--- config.mk ---
export PLATFORM = sky130hd
export DESIGN_NAME = game_sequencer
export DESIGN_NICKNAME = d
export VERILOG_FILES = /design/src/rtl/game_sequencer.sv
export SDC_FILE = /design/constraint.sdc
export NUM_CORES = 1
export LEC_CHECK = 0
export CORE_ASPECT_RATIO = 0.5
export CORE_MARGIN = 2
export CORE_UTILIZATION = 55
export DETAILED_ROUTE_END_ITERATION = 10
export PLACE_DENSITY = 0.84
export SYNTH_ARGS = -nofsm -noshare
export SYNTH_HDL_FRONTEND = slang
export SYNTH_SLANG_ARGS = --single-unit
export TNS_END_PERCENT = 50
--- constraint.sdc ---
create_clock -name clk -period 3.6 [get_ports clk]
set_input_delay 1.08 -clock clk [delete_from_list [all_inputs] [get_ports clk]]
set_output_delay 1.08 -clock clk [all_outputs]
set_load 0.03 [all_outputs]
--- src/rtl/game_sequencer.sv ---
// Turn and board-memory sequencer: clears the board RAM at game start, turns accepted
// clicks into read-check-write moves, alternates players and reports a full board.
module game_sequencer #(
  parameter int MAX_SIZE = 4,
  parameter int ADDR_W   = 4
) (
  input  logic              clk,
  input  logic              rst,
  input  logic              is_game_on,
  input  logic [2:0]        board_size,
  input  logic              click,
  input  logic              cell_valid,
  input  logic [1:0]        cell_x,
  input  logic [1:0]        cell_y,
  input  logic [1:0]        rd_data,
  output logic [ADDR_W-1:0] mem_addr,
  output logic              mem_we,
  output logic [1:0]        mem_wdata,
  output logic              player,
  output logic [4:0]        moves,
  output logic              busy,
  output logic              game_over,
  output logic              menu_rst
);

  typedef enum logic [2:0] {
    ST_IDLE  = 3'd0,
    ST_CLEAR = 3'd1,
    ST_PLAY  = 3'd2,
    ST_READ  = 3'd3,
    ST_CHECK = 3'd4,
    ST_WRITE = 3'd5,
    ST_OVER  = 3'd6
  } state_t;

  localparam logic [ADDR_W-1:0] LAST_IDX   = ADDR_W'(MAX_SIZE * MAX_SIZE - 1);
  localparam logic [ADDR_W-1:0] ROW_STRIDE = ADDR_W'(MAX_SIZE);
  localparam logic [1:0]        CELL_EMPTY = 2'b00;

  function automatic logic [1:0] mark_code(input logic who);
    logic [1:0] code;
    if (who) begin
      code = 2'b10;
    end else begin
      code = 2'b01;
    end
    return code;
  endfunction

  state_t            state_r, state_s;
  logic [2:0]        size_r, size_s;
  logic [ADDR_W-1:0] clr_idx_r, clr_idx_s;
  logic [ADDR_W-1:0] addr_r, addr_s;
  logic              player_r, player_s;
  logic [4:0]        moves_r, moves_s;
  logic              menu_rst_s;
  logic [4:0]        size_sq_s;
  logic              hit_s;
  logic              abort_s;

  logic [ADDR_W-1:0] mem_addr_r, mem_addr_s;
  logic              mem_we_r, mem_we_s;
  logic [1:0]        mem_wdata_r, mem_wdata_s;
  logic              busy_r, busy_s;
  logic              game_over_r, game_over_s;
  logic              menu_rst_r;

  // Move acceptance, board-area product and abort qualifier
  always_comb begin
    size_sq_s = {2'b00, size_r} * {2'b00, size_r};
    hit_s     = click & cell_valid & ({1'b0, cell_x} < size_r) & ({1'b0, cell_y} < size_r);
    abort_s   = ~is_game_on & (state_r != ST_IDLE);
  end

  // Next-state and datapath update
  always_comb begin
    state_s    = state_r;
    size_s     = size_r;
    clr_idx_s  = clr_idx_r;
    addr_s     = addr_r;
    player_s   = player_r;
    moves_s    = moves_r;
    menu_rst_s = 1'b0;
    if (abort_s) begin
      state_s = ST_IDLE;
    end else begin
      case (state_r)
        ST_IDLE: begin
          if (is_game_on) begin
            state_s   = ST_CLEAR;
            size_s    = board_size;
            clr_idx_s = '0;
            player_s  = 1'b0;
            moves_s   = 5'd0;
          end else begin
            state_s = ST_IDLE;
          end
        end
        ST_CLEAR: begin
          // Every RAM cell is wiped, not just the active N x N corner
          clr_idx_s = clr_idx_r + 1'b1;
          if (clr_idx_r == LAST_IDX) begin
            state_s = ST_PLAY;
          end else begin
            state_s = ST_CLEAR;
          end
        end
        ST_PLAY: begin
          if (hit_s) begin
            state_s = ST_READ;
            addr_s  = ADDR_W'(cell_y) * ROW_STRIDE + ADDR_W'(cell_x);
          end else begin
            state_s = ST_PLAY;
          end
        end
        ST_READ: begin
          state_s = ST_CHECK;
        end
        ST_CHECK: begin
          if (rd_data != CELL_EMPTY) begin
            state_s = ST_PLAY;
          end else begin
            state_s = ST_WRITE;
          end
        end
        ST_WRITE: begin
          player_s = ~player_r;
          moves_s  = moves_r + 5'd1;
          if ((moves_r + 5'd1) == size_sq_s) begin
            state_s = ST_OVER;
          end else begin
            state_s = ST_PLAY;
          end
        end
        ST_OVER: begin
          if (click) begin
            state_s    = ST_IDLE;
            menu_rst_s = 1'b1;
          end else begin
            state_s = ST_OVER;
          end
        end
        default: begin
          state_s = ST_IDLE;
        end
      endcase
    end
  end

  // Output decode from the upcoming state so outputs come straight from flops
  always_comb begin
    mem_we_s    = 1'b0;
    mem_wdata_s = CELL_EMPTY;
    mem_addr_s  = addr_s;
    case (state_s)
      ST_CLEAR: begin
        mem_we_s   = 1'b1;
        mem_addr_s = clr_idx_s;
      end
      ST_WRITE: begin
        mem_we_s    = 1'b1;
        mem_wdata_s = mark_code(player_s);
      end
      default: begin
        mem_we_s = 1'b0;
      end
    endcase
    busy_s      = (state_s == ST_CLEAR) || (state_s == ST_READ) ||
                  (state_s == ST_CHECK) || (state_s == ST_WRITE);
    game_over_s = (state_s == ST_OVER);
  end

  // State, datapath and output registers
  always_ff @(posedge clk) begin
    if (rst) begin
      state_r     <= ST_IDLE;
      size_r      <= 3'd0;
      clr_idx_r   <= '0;
      addr_r      <= '0;
      player_r    <= 1'b0;
      moves_r     <= 5'd0;
      mem_addr_r  <= '0;
      mem_we_r    <= 1'b0;
      mem_wdata_r <= 2'b00;
      busy_r      <= 1'b0;
      game_over_r <= 1'b0;
      menu_rst_r  <= 1'b0;
    end else begin
      state_r     <= state_s;
      size_r      <= size_s;
      clr_idx_r   <= clr_idx_s;
      addr_r      <= addr_s;
      player_r    <= player_s;
      moves_r     <= moves_s;
      mem_addr_r  <= mem_addr_s;
      mem_we_r    <= mem_we_s;
      mem_wdata_r <= mem_wdata_s;
      busy_r      <= busy_s;
      game_over_r <= game_over_s;
      menu_rst_r  <= menu_rst_s;
    end
  end

  assign mem_addr  = mem_addr_r;
  assign mem_we    = mem_we_r;
  assign mem_wdata = mem_wdata_r;
  assign player    = player_r;
  assign moves     = moves_r;
  assign busy      = busy_r;
  assign game_over = game_over_r;
  assign menu_rst  = menu_rst_r;

endmodule

Word level (Yosys, flattened, before mapping)

Index checks and enable logic that the tools add are counted.

Add/subtract/negate cells: 3
Multipliers: 1
$lt $le $gt $ge: 2
Equality and inequality tests: 14
Muxes and demuxes: 23
Bitwise logic cells: 9
Reduce and logical (&&, ||, !) cells: 12

Operator list:

| cell                  | count |
|---|---|
| $mux W4               | 6 |
| $pmux W3 S7           | 1 |
| $eq A3 B3 Y1 const B  | 6 |
| $mux W3               | 4 |
| $pmux W5 S2           | 1 |
| $eq A3 B2 Y1 const B  | 3 |
| $pmux W4 S2           | 1 |
| $eq A3 B1 Y1 const B  | 2 |
| $lt A2 B3 Y1          | 2 |
| $mux W1               | 6 |
| $reduce_and A3 Y1     | 2 |
| $add A5 B1 Y5 const B | 1 |
| $eq A5 B5 Y1          | 1 |
| $mul A3 B3 Y5         | 1 |
| $mux W5               | 1 |
| $not A1 Y1            | 5 |
| $add A4 B1 Y4 const B | 1 |
| $add A4 B2 Y4         | 1 |
| $and A1 B1 Y1         | 4 |
| $eq A4 B4 Y1 const B  | 1 |
| $mux W2               | 2 |
| $reduce_bool A2 Y1    | 2 |
| $reduce_or A2 Y1      | 2 |
| $logic_not A3 Y1      | 1 |
| other kinds (5)       | 7 |

Bits in registers: 30
Input bits: 14
Output and inout bits: 16
Word-level logic and storage cells: 76

Depth between registers and ports, before layout

Depth after elaboration: 10
Mapped depth: 7

Worst setup path after synthesis

Ideal clock, no wire load.

Path kind: input to register
Start point: input cell_y[1]
End point: register mem_addr_r[0], in the netlist mem_addr[0]
Setup time: 121 ps
Arrival: 2443 ps
Slack: 1036 ps
Cell stages on the path: 6
Cell sequence: ha_1 a22oi_1 a21oi_1 o221ai_2 and3b_4 mux2_4

Longest elaborated chain between the ends: 7

RTL lines:

| element              | line | text |
|---|---|---|
| start, declared      | 14   | `input logic [1:0] cell_y,` |
| $lt A2 B3 Y1 *       | 71   | `hit_s = click & cell_valid & ({1'b0, cell_x} < size_r) & ({1'b0, cell_y} < size_r);` |
| $and A1 B1 Y1 *      | 71   |  |
| $mux W1              | 109  | `if (hit_s) begin` |
| $pmux W3 S7          | 87   | `case (state_r)` |
| $mux W3              | 84   | `if (abort_s) begin` |
| $eq A3 B1 Y1         | 155  | `case (state_s)` |
| $mux W4 *            | 155  |  |
| end signal, assigned | 195  | `mem_addr_r <= mem_addr_s;` |
| end, declared        | 61   | `logic [ADDR_W-1:0] mem_addr_r, mem_addr_s;` |

Mark *: on every way between the ends. The rest lies on a longest branch, timed or not.
A chain may end at the register's enable or synchronous reset.

Worst setup path after layout

Start point: input cell_y[1]
End point: register mem_addr_r[2], in the netlist mem_addr[2]

Same word-level chain as after synthesis.

==> results.json <==
{
  "path_class": "input pin to flip-flop",
  "drc": 0,
  "path_clk_slew_ns": 0.06,
  "synth_compound_area_share_pct": 14.8,
  "fp.dieH_um": 42.2,
  "drt-vias-per-instance": 5.62,
  "wl_mm": 3.48,
  "nNetsFinal": 224,
  "leakage_nw": 0.741,
  "port_buffers": 29,
  "cts.repair.resized": 0,
  "numCtsBuffers": 5,
  "synth_cell_type_count": 43,
  "ys_warn_count": 0,
  "cts_root_buffer": "clkbuf_8",
  "dp_hpwl_mm": 2.49,
  "synth_area_leader_cell": "dfxtp_1",
  "grt_pass1_vias": 1323,
  "fin_skew_ns": 0.00301,
  "synth.avg_cell_area_um2": 9.22,
  "worst_pin_slew_ns": 0.534,
  "slew_violations": 0,
  "utilization_pct": 75.0,
  "cts_hold_buf": 0,
  "cts_sinks": 30,
  "start_util_pct": 59.8,
  "synth_ff_type": "dfxtp_1",
  "place_congestion": 0.896,
  "cp_max_fo": 4,
  "num_rows": 13,
  "synth_edf_count": 0,
  "vias": 1365,
  "p_total_mw": 0.835,
  "rsz0062_at_grt": "no",
  "outcome": "completed",
  "powerDensity_nw_per_um2": 415,
  "fmax_mhz": 343,
  "setup_viol": 0,
  "fin_crit_sh_pct": 80.9,
  "syn_area_um2": 1600,
  "place_ws_ns": 0.422,
  "synth_fa_ha_area_share_pct": 3.90,
  "ctsHtreeMaxLevel": 2,
  "drt_pass1_iterations": 4,
  "ant_nets": 0,
  "cap_violations": 0,
  "synth-simple-area-share_pct": 26.4,
  "ys_seq_area_share_pct": 37.4,
  "ir_drop_v": 0.000337,
  "cts_tree": "built",
  "start_kind": "input pin",
  "hold_viol_final": 0,
  "grt.overflow.total": 0,
  "die_w_um": 80.4,
  "area_growth_syn_to_layout_pct": 25.4,
  "grt_pass1_wl_mm": 6.04,
  "finalCriticalPeriod_ns": 2.91,
  "synth_cells": 174,
  "yosysTopAreaCellShare_pct": 37.4,
  "synth_top_family_by_area": "simple AND/OR/NAND/NOR gates",
  "mostFrequentLayoutCell": "dfxtp_1",
  "worst_slack_ns": 0.688,
  "relSlewSlack_pct": 64.1,
  "synth_area_leaders": "dfxtp_1 (37%), nor2_1 (4.4%), mux2i_1 (4.4%)",
  "layout_common_cells": "dfxtp_1 (30), clkdlybuf4s50_1 (29), nor2_1 (19)",
  "synth-seq-cells": 30,
  "antenna_found_initial": 0,
  "hold_slack_ns": 0.506,
  "finalSetupTns_ns": 0,
  "required_ns": 3.77,
  "hp-class": "flip-flop to flip-flop",
  "arrival_ns": 3.08,
  "core_area_um2": 2680,
  "wl_per_cell_um": 14.3,
  "grt_use_total_pct": 23.6,
  "async_flop_share_pct": 0,
  "synth-xor-area-share_pct": 4.37,
  "muxShareOfSynthArea_pct": 10.2,
  "die_area_um2": 3390,
  "clk_latency_ns": 0.28,
  "syn-num-nets": 193,
  "postCtsSetupRepairBufs": 0,
  "layout-drive-gt1-share_pct": 11.7,
  "pin_count": 30,
  "antennaDiodeCount": 0,
  "first_iter_violations": 42,
  "clockBufferDepth": 2,
  "grt_max_degree": 17,
  "cp-end-kind": "flip-flop"
}
-- critical path, stage by stage --
cell             delay (ns)
clkdlybuf4s50_1        0.43
ha_1                   0.33
a22oi_1                0.18
a21oi_1                0.16
o221ai_2               0.28
and3b_4                0.30
mux2_4                 0.31
-- layout make-up --
class | instances | area (um^2)
clock buffer | 7 | 86.3
clock inverter | 1 | 5.00
fill | 193 | 672
inverter | 5 | 18.8
multi-input combinational | 133 | 957
sequential | 30 | 601
tap | 37 | 46.3
timing repair buffer | 30 | 298
-- power by group --
| part | total [mW] | internal (mW) | switching (mW) |
|---|---|---|---|
| clock network | 0.278 | 0.154 | 0.124 |
| logic | 0.187 | 0.0869 | 0.100 |
| registers | 0.370 | 0.346 | 0.0236 |
-- sequential cells by signal, indices dropped and copies added, names as in the netlist --
signal,count
menu_rst,1
addr_r,4
busy,1
mem_wdata,2
mem_addr,4
size_r,3
mem_we,1
player,1
clr_idx_r,4
state_r,3
game_over,1
moves,5
-- synthesized netlist by cell type, types with 2 or more instances --
master    number
o21bai_1       2
a22oi_1        5
clkbuf_1       2
xnor2_1        5
nand2b_1      10
nor4_1         2
mux2_4         4
nand4b_1       2
nor3_1         3
or2_1          2
nor2b_1        6
nand2_1        9
nor3b_1        2
mux2_2         3
dfxtp_1       30
nor2_1        19
xor2_1         3
mux2i_1        7
o21ai_0        8
ha_1           5
and2_1         3
nand3_1        5
inv_1          4
buf_2          4
a21oi_1       11
-- stage by stage --
| step | instances | cell area [um^2] |
|---|---|---|
| 2_1_floorplan | 174 | 1600 |
| 6_report | 243 | 2010 |
| 3_5_place_dp | 235 | 1920 |
| 4_1_cts | 243 | 2010 |
| 3_3_place_gp | 235 | 1920 |
| 5_1_grt | 243 | 2010 |
-- cells by family after synthesis --
kind of cell    after synthesis
compound gates               34
mux                          14
simple gates                 72
xor+xnor                      8
flops                        30
fa+ha+maj                     5
buf+inv                      11
-- worst paths after layout --
kind | from | endpoint | slack (ns) | depth (start not counted)
setup / recovery | cell_y[1] | mem_addr[2]$_SDFF_PP0_ | 0.69 | 7
hold reg to reg | addr_r[3]$_SDFF_PP0_ | addr_r[3]$_SDFF_PP0_ | 0.51 | 2
setup reg to reg | state_r[0]$_SDFF_PP0_ | mem_addr[2]$_SDFF_PP0_ | 1.40 | 5
hold / removal | addr_r[3]$_SDFF_PP0_ | addr_r[3]$_SDFF_PP0_ | 0.51 | 2
-- per-layer routing --
layer	up-vias	global-route usage, %	part of all wire (%)
met2	41	35.5	44
met3	7	7.54	6.0
met4	0	8.47	1.2
li1	686	-	-
met1	631	31.9	49
met5	-	0	0
(Power assumes the default switching activity.)
